### config.mk
export PLATFORM = sky130hd
export DESIGN_NAME = ppu_bg_pipe
export DESIGN_NICKNAME = d
export VERILOG_FILES = /design/src/rtl/ppu_bg_pipe.sv
export SDC_FILE = /design/constraint.sdc
export NUM_CORES = 1
export LEC_CHECK = 0
export ABC_CLOCK_PERIOD_IN_PS = 20300
export CELL_PAD_IN_SITES_DETAIL_PLACEMENT = 2
export CELL_PAD_IN_SITES_GLOBAL_PLACEMENT = 2
export CORE_UTILIZATION = 39
export CTS_CLUSTER_DIAMETER = 30
export DETAILED_ROUTE_END_ITERATION = 8
export PLACE_DENSITY_LB_ADDON = 0.1
export SYNTH_ARGS = -nofsm -noshare
export SYNTH_HDL_FRONTEND = slang
export SYNTH_SLANG_ARGS = --single-unit
### constraint.sdc
create_clock -name i_clk -period 20.3 [get_ports i_clk]
set_clock_uncertainty 0.15 [all_clocks]
set_input_delay 4.06 -clock i_clk [delete_from_list [all_inputs] [get_ports i_clk]]
set_output_delay 4.06 -clock i_clk [all_outputs]
set_load 0.02 [all_outputs]
### src/rtl/ppu_bg_pipe.sv
// PPU background pipeline: dot/line counters, NT/AT/PT fetch, shifters,
// fine-X select, left clip, palette lookup, one vbuf write per visible dot.
// Ports:
//   i_clk, i_rst         clock, async active-high reset
//   i_ppuctrl/mask       [4]=pt sel,[1:0]=nt base / [3]=bg en,[1]=left8,[0]=gray
//   i_ppuscrollX/Y       {coarse[4:0], fine[2:0]}
//   i_vblank             vblank level; a rising edge starts a frame
//   o_nt_addr/i_nt_rdata nametable/attribute read, 1-cycle latency
//   o_pt_addr/i_pt_rdata pattern read {hi,lo}, 1-cycle latency
//   o_plt_addr/i_plt_rdata palette read, 1-cycle latency
//   o_vbuf_*             pixel write, addr = y*256+x
// Macro PPU_BG_GRAY_EN: when defined, mask[0] masks pixel colour with 0x30.
module ppu_bg_pipe #(
    parameter int SCAN_X_MAX = 339,
    parameter int PRE_LINE   = 261,
    parameter int VIS_H      = 240,
    parameter int VBUF_AW    = 17
) (
    input  logic               i_clk,
    input  logic               i_rst,
    input  logic [5:0]         i_ppuctrl,
    input  logic [7:0]         i_ppumask,
    input  logic [7:0]         i_ppuscrollX,
    input  logic [7:0]         i_ppuscrollY,
    input  logic               i_vblank,
    output logic [11:0]        o_nt_addr,
    input  logic [7:0]         i_nt_rdata,
    output logic [11:0]        o_pt_addr,
    input  logic [15:0]        i_pt_rdata,
    output logic [4:0]         o_plt_addr,
    input  logic [7:0]         i_plt_rdata,
    output logic [VBUF_AW-1:0] o_vbuf_addr,
    output logic               o_vbuf_we,
    output logic [7:0]         o_vbuf_wdata
);

    localparam logic [8:0] X_MAX  = 9'(SCAN_X_MAX);
    localparam logic [8:0] Y_PRE  = 9'(PRE_LINE);
    localparam logic [8:0] Y_VIS  = 9'(VIS_H);
    localparam logic [8:0] Y_LAST = 9'(VIS_H - 1);

    logic [2:0]         vb_q;
    logic               vb_rise;
    logic               run;
    logic [8:0]         x;
    logic [8:0]         y;
    logic [2:0]         p;
    logic [4:0]         nt_x;
    logic [4:0]         nt_y;
    logic [2:0]         fine_x;
    logic [2:0]         fine_y;
    logic [1:0]         nt_base;
    logic [7:0]         tile;
    logic [1:0]         attr;
    logic [1:0]         attr_sel;
    logic [15:0]        pt_lat;
    logic [15:0]        sh_ph;
    logic [15:0]        sh_pl;
    logic [15:0]        sh_ah;
    logic [15:0]        sh_al;
    logic               render_line;
    logic               fetch_win;
    logic               fetch_act;
    logic               pix_act;
    logic [3:0]         bit_sel;
    logic [3:0]         pix;
    logic [4:0]         plt_nxt;
    logic [VBUF_AW-1:0] addr_cur;
    logic [VBUF_AW-1:0] a1;
    logic [VBUF_AW-1:0] a2;
    logic               v1;
    logic               v2;
    logic [7:0]         pix_data;
    logic               unused;

    assign unused = ^{i_ppuctrl[5], i_ppuctrl[3:2],
                      i_ppumask[7:4], i_ppumask[2], i_ppumask[0]};

    // vb_q[1] is the twice-registered level; vb_q[2] its previous value
    assign vb_rise     = vb_q[1] & ~vb_q[2];
    assign p           = x[2:0];
    assign render_line = run && (y < Y_VIS || y == Y_PRE);
    assign fetch_win   = (x < 9'd256) || (x >= 9'd320 && x <= 9'd335);
    assign fetch_act   = render_line && i_ppumask[3] && fetch_win;
    assign pix_act     = run && (y < Y_VIS) && (x < 9'd256);
    assign addr_cur    = VBUF_AW'({y[7:0], x[7:0]});

    always_ff @(posedge i_clk or posedge i_rst) begin
        if (i_rst) begin
            vb_q <= '0;
            run  <= 1'b0;
            x    <= '0;
            y    <= '0;
        end else begin
            vb_q <= {vb_q[1:0], i_vblank};
            if (vb_rise) begin
                run <= 1'b1;
                x   <= '0;
                y   <= Y_VIS;
            end else if (run) begin
                if (x == X_MAX) begin
                    if (y == Y_LAST) begin
                        run <= 1'b0;
                    end else begin
                        x <= '0;
                        y <= (y == Y_PRE) ? '0 : y + 9'd1;
                    end
                end else begin
                    x <= x + 9'd1;
                end
            end
        end
    end

    // Scroll position: coarse/fine counters and nametable select bits
    always_ff @(posedge i_clk or posedge i_rst) begin
        if (i_rst) begin
            nt_x    <= '0;
            nt_y    <= '0;
            fine_x  <= '0;
            fine_y  <= '0;
            nt_base <= '0;
        end else if (render_line) begin
            if (fetch_act && p == 3'd7) begin
                nt_x <= nt_x + 5'd1;
                if (nt_x == 5'd31) nt_base[0] <= ~nt_base[0];
            end
            if (x == 9'd256) begin
                fine_y <= fine_y + 3'd1;
                if (fine_y == 3'd7) begin
                    // rows 30/31 hold attribute data: 31 wraps, no toggle
                    if (nt_y == 5'd29) begin
                        nt_y       <= '0;
                        nt_base[1] <= ~nt_base[1];
                    end else begin
                        nt_y <= nt_y + 5'd1;
                    end
                end
            end
            if (x == 9'd257) begin
                nt_x       <= i_ppuscrollX[7:3];
                fine_x     <= i_ppuscrollX[2:0];
                nt_base[0] <= i_ppuctrl[0];
            end
            if (x == 9'd304 && y == Y_PRE) begin
                nt_y       <= i_ppuscrollY[7:3];
                fine_y     <= i_ppuscrollY[2:0];
                nt_base[1] <= i_ppuctrl[1];
            end
        end
    end

    always_comb begin
        attr_sel = i_nt_rdata[1:0];
        unique case ({nt_y[1], nt_x[1]})
            2'b00: attr_sel = i_nt_rdata[1:0];
            2'b01: attr_sel = i_nt_rdata[3:2];
            2'b10: attr_sel = i_nt_rdata[5:4];
            2'b11: attr_sel = i_nt_rdata[7:6];
        endcase
    end

    always_comb begin
        o_nt_addr = '0;
        o_pt_addr = '0;
        if (fetch_act) begin
            if (p == 3'd0) o_nt_addr = {nt_base, nt_y, nt_x};
            if (p == 3'd2) o_nt_addr = {nt_base, 4'hF, nt_y[4:2], nt_x[4:2]};
            if (p == 3'd4) o_pt_addr = {i_ppuctrl[4], tile, fine_y};
        end
    end

    always_ff @(posedge i_clk or posedge i_rst) begin
        if (i_rst) begin
            tile   <= '0;
            attr   <= '0;
            pt_lat <= '0;
            sh_ph  <= '0;
            sh_pl  <= '0;
            sh_ah  <= '0;
            sh_al  <= '0;
        end else if (fetch_act) begin
            if (p == 3'd1) tile   <= i_nt_rdata;
            if (p == 3'd3) attr   <= attr_sel;
            if (p == 3'd5) pt_lat <= i_pt_rdata;
            // p7: shift once and refill the low byte with the new tile
            if (p == 3'd7) begin
                sh_ph <= {sh_ph[14:7], pt_lat[15:8]};
                sh_pl <= {sh_pl[14:7], pt_lat[7:0]};
                sh_ah <= {sh_ah[14:7], {8{attr[1]}}};
                sh_al <= {sh_al[14:7], {8{attr[0]}}};
            end else begin
                sh_ph <= {sh_ph[14:0], 1'b0};
                sh_pl <= {sh_pl[14:0], 1'b0};
                sh_ah <= {sh_ah[14:0], 1'b0};
                sh_al <= {sh_al[14:0], 1'b0};
            end
        end
    end

    always_comb begin
        bit_sel = 4'd15 - {1'b0, fine_x};
        pix     = {sh_ah[bit_sel], sh_al[bit_sel],
                   sh_ph[bit_sel], sh_pl[bit_sel]};
        plt_nxt = {1'b0, pix};
        if (pix[1:0] == 2'b00 || !i_ppumask[3] ||
            (x < 9'd8 && !i_ppumask[1])) begin
            plt_nxt = '0;
        end
    end

`ifdef PPU_BG_GRAY_EN
    assign pix_data = i_ppumask[0] ? (i_plt_rdata & 8'h30) : i_plt_rdata;
`else
    assign pix_data = i_plt_rdata;
`endif

    // dot d: palette addr at d+1, palette data at d+2, vbuf write at d+3
    always_ff @(posedge i_clk or posedge i_rst) begin
        if (i_rst) begin
            o_plt_addr   <= '0;
            v1           <= 1'b0;
            v2           <= 1'b0;
            a1           <= '0;
            a2           <= '0;
            o_vbuf_we    <= 1'b0;
            o_vbuf_addr  <= '0;
            o_vbuf_wdata <= '0;
        end else begin
            o_plt_addr <= pix_act ? plt_nxt : '0;
            v1         <= pix_act;
            a1         <= addr_cur;
            v2         <= v1;
            a2         <= a1;
            o_vbuf_we  <= v2;
            if (v2) begin
                o_vbuf_addr  <= a2;
                o_vbuf_wdata <= pix_data;
            end
        end
    end

endmodule

==> impl_results.md <==
* Cells traversed along the worst timing path: clkdlybuf4s50_1, inv_1, a2111o_2, buf_4, nor2_1, and2_1, clkdlybuf4s50_1
* Share of synthesized area spent on multiplexers at 17.09%
* Setup Total Neg Slack at 0 ps
* Distinct cell type count of the synthesized netlist at 54
* DRC violation count after routing at 0
* Share of synthesized flip-flops with an asynchronous set or reset at 100.0%
* Count of warnings emitted by yosys at 0
* Worst Path Max Fanout at 99
* Data required time of the critical path at 16090 ps
* Avg Inst Size Synth at 11.96 um2
* Arithmetic-cell share of the synthesized area counting full adders, half adders and majority gates at 2.080%
* Antenna cells at 0
* Std-Cell Core Area at 21090 um2
* Number of buffers on the longest clock path at 2
* Critical-path cell with the highest stage delay: sky130_fd_sc_hd__clkdlybuf4s50_1
* Hold WC Path Type: register to register
* Max-slew violation count at 0
* Final Net Count at 874
* Clock transition at the registers of the reported paths at 80 ps
* Post-synthesis instance total at 704
* Vertical die dimension at 148.9 um
* Clock tree from TritonCTS: done
* Arrival time worst endpoint at 7060 ps
* Final count of negative-setup-slack endpoints at 0
* Maximum number of pins on one net before global-route repair at 114
* Worst-Margin Slew at 1062 ps
* Total number of placement rows at 53
* Root Driver: sky130_fd_sc_hd__clkbuf_16
* Final instance area at 10330 um2
* RSZ-0062 raised after global routing: false
* Clock H-tree levels at 4
* Die width at 148.9 um
* Sinks on the clock net at 193
* Count of input and output buffers at 108
* Worst setup path category: input port to output pin
* Synth Area in Compound Gates at 8.663%
* Worst Path Buf+Inv at 4
* Maximum clock frequency at 88.77 MHz
* Routed WL per cell at 19.47 um
* Synthesized area at 8421 um2
* First-pass GRT wire length at 34490 um
* Final hold vios at 0
* Static Leakage at 4.471 nW
* Number of iterations in the first detailed-routing pass at 5
* DR vias at 5762
* Delay of the slowest cell on the worst path at 670 ps
* Result of the run: completed
* Portion of the post-synthesis area used by sequential elements at 57.36%
* Dominant cell type by count on the critical path: sky130_fd_sc_hd__clkdlybuf4s50_1
* Combinational family with the most area after synthesis: multiplexers
* Kind of start point of the critical path: input port
* Power density cells at 97.85 nW/um2
* Area enclosed by the die boundary at 22180 um2
* Post-layout instance count excluding filler cells at 1083
* Max-capacitance violation count at 0
* Critical Path Sink Type: output pin
* Final worst path period need at 11270 ps
* Gpl congestion at 0.7660
* Effective utilization at floorplan at 39.93%
* Postcts setup bufs at 0
* Total clock buffers created by CTS at 17
* Worst hold slack across all endpoints at 193.6 ps
* Global route total overflow at 0
* Violation count after the first detailed-routing iteration at 183
* Post-route ant nets at 0
* Cells resized by post-CTS repair at 0
* Layout overhead on the synthesized area at 22.72%
* Average via count per standard cell at 5.320
* Main flop type after synthesis: sky130_fd_sc_hd__dfrtp_1
* Hold-fix buffers, CTS at 0
* Peak ir drop on the vdd network at 0.05291 mV
* Overall global routing resource usage at 20.23%
* Filler cells at 2079
* Worst-Skew Late Latency at 440 ps
* Post-synthesis simple-gate area fraction at 11.26%
* Slew margin rel. at 29.22%
* Initial antenna violation count at 0
* Final cycle utilization of the critical path at 55.50%
* Total wire length after detailed routing at 21090 um
* FF+latch count, synth at 193
* Detail Placement HPWL at 14070 um
* Number of cells in the design after placement at 1051
* Instance area at placement at 9713 um2
* Top delay family on crit path: buffers and inverters
* Share of the core filled with cells at 49.00%
* Fraction of final layout cells with drive strength greater than 1 at 18.32%
* Post-synthesis xor/xnor area fraction at 0.6241%
* Number of top-level pins at 120
* Vias in the first global route at 6376
* Number of synthesized flops with an enable pin at 0
==> routing by layer <==
metal / GRT usage (%) / share of wire, % / up-vias
met4: 6.122 / 1.2 / 0
met1: 26.43 / 46 / 2935
met3: 4.404 / 4.6 / 21
met2: 33.56 / 49 / 142
li1: - / - / 2664
met5: 0 / 0 / -
==> kinds of logic (layout without fill, tap and decap cells) <==
family | Yosys count | after routing
AOI/OAI and AO/OA | 123 | 123
buffers and inverters | 59 | 162
and+or+nand+nor | 188 | 188
muxes | 120 | 120
other | 1 | 2
DFF | 193 | 193
xor gates and xnor gates | 6 | 6
adders and majority gates | 14 | 14
==> through the flow <==
step | power, mW | setup WS, ps
after floorplan | 0.5883 | 10700
after global placement | 0.6472 | 9224
after detailed placement | 0.6630 | 9073
after CTS | 1.026 | 9029
after global routing | 1.062 | 8898
final | 1.011 | 9034
==> worst paths after layout <==
kind,slack (ps),start,end,cells past startpoint
max,9030,i_ppumask[3],o_pt_addr[4],7
min,190,a1[13],a2[13],0
max reg2reg,16800,x[4],pt_lat[15],6
min reg2reg,190,a1[13],a2[13],0
max in group asynchronous,14470,i_rst,y[2],3
min in group asynchronous,4010,i_rst,a2[7],2
==> worst reg2reg max path, delay by kind of cell, from the launching register on <==
kind / cells / cell delay, ps
AO/OA/AOI/OAI: 2 / 740
buffers and inverters: 1 / 410
AND/OR/NAND/NOR: 2 / 1180
multiplexers: 1 / 400
flip-flops: 1 / 510
==> placed cells by master, fill, tap and decap left out, types with 7 or more instances in the layout <==
cell / n
sky130_fd_sc_hd__nand3_1: 17
sky130_fd_sc_hd__ha_1: 14
sky130_fd_sc_hd__mux4_2: 10
sky130_fd_sc_hd__and2_1: 16
sky130_fd_sc_hd__clkbuf_16: 17
sky130_fd_sc_hd__mux2_2: 90
sky130_fd_sc_hd__dfrtp_1: 193
sky130_fd_sc_hd__nand2_1: 64
sky130_fd_sc_hd__a21oi_1: 39
sky130_fd_sc_hd__inv_1: 17
sky130_fd_sc_hd__nor3_1: 7
sky130_fd_sc_hd__nor2_1: 38
sky130_fd_sc_hd__clkdlybuf4s50_1: 108
sky130_fd_sc_hd__mux2i_1: 20
sky130_fd_sc_hd__o21ai_0: 43
==> Yosys cell counts (all sizes together) (3+ instances only) <==
master	number	area [um2]
o21ai	46	230.2
a21oi	39	195.2
nand2b	4	25.02
xor2	4	35.03
nor2	39	153.9
a31oi	5	31.28
inv	18	67.56
nand3	17	85.08
and4	3	26.28
a22oi	3	22.52
or3	5	31.28
or2	3	18.77
and3	6	37.54
nand2	64	240.2
nor2b	3	18.77
a32oi	3	26.28
mux2i	20	200.2
a2bb2oi	4	35.03
nor3	8	45.04
mux2	90	1013
nand4	4	25.02
buf	10	58.80
or4	4	30.03
o22ai	4	25.02
dfrtp	193	4830
clkbuf	31	116.4
ha	14	175.2
o2111ai	3	26.28
mux4	10	225.2
o211ai	6	45.04
and2	16	100.1
==> power by group <==
part | leakage (nW) | internal, mW | switching (mW)
combinational | 1.71 | 0.0837 | 0.0828
clock | 0.304 | 0.189 | 0.167
sequential | 2.46 | 0.444 | 0.0440
total | 4.47 | 0.717 | 0.294
==> sequential cells by signal (all words and copies together), names as in the netlist, 16 cells and up <==
signal / flops
a1: 16
a2: 16
o_vbuf_addr: 16
pt_lat: 16
sh_ah: 16
sh_al: 16
sh_ph: 16
sh_pl: 16
==> final cells by class <==
cell class	instances	area (um2)	share of cell area (%)
clock buffers	18	429.2	4.153
repair buffers	112	1111	10.75
flip-flops and latches	193	4830	46.74
multi-input cells	453	3353	32.45
clock inverters	14	191.4	1.853
inverters	18	75.07	0.7265
well taps	275	344.1	3.330
No activity file was read; power rests on OpenSTA's default activity.
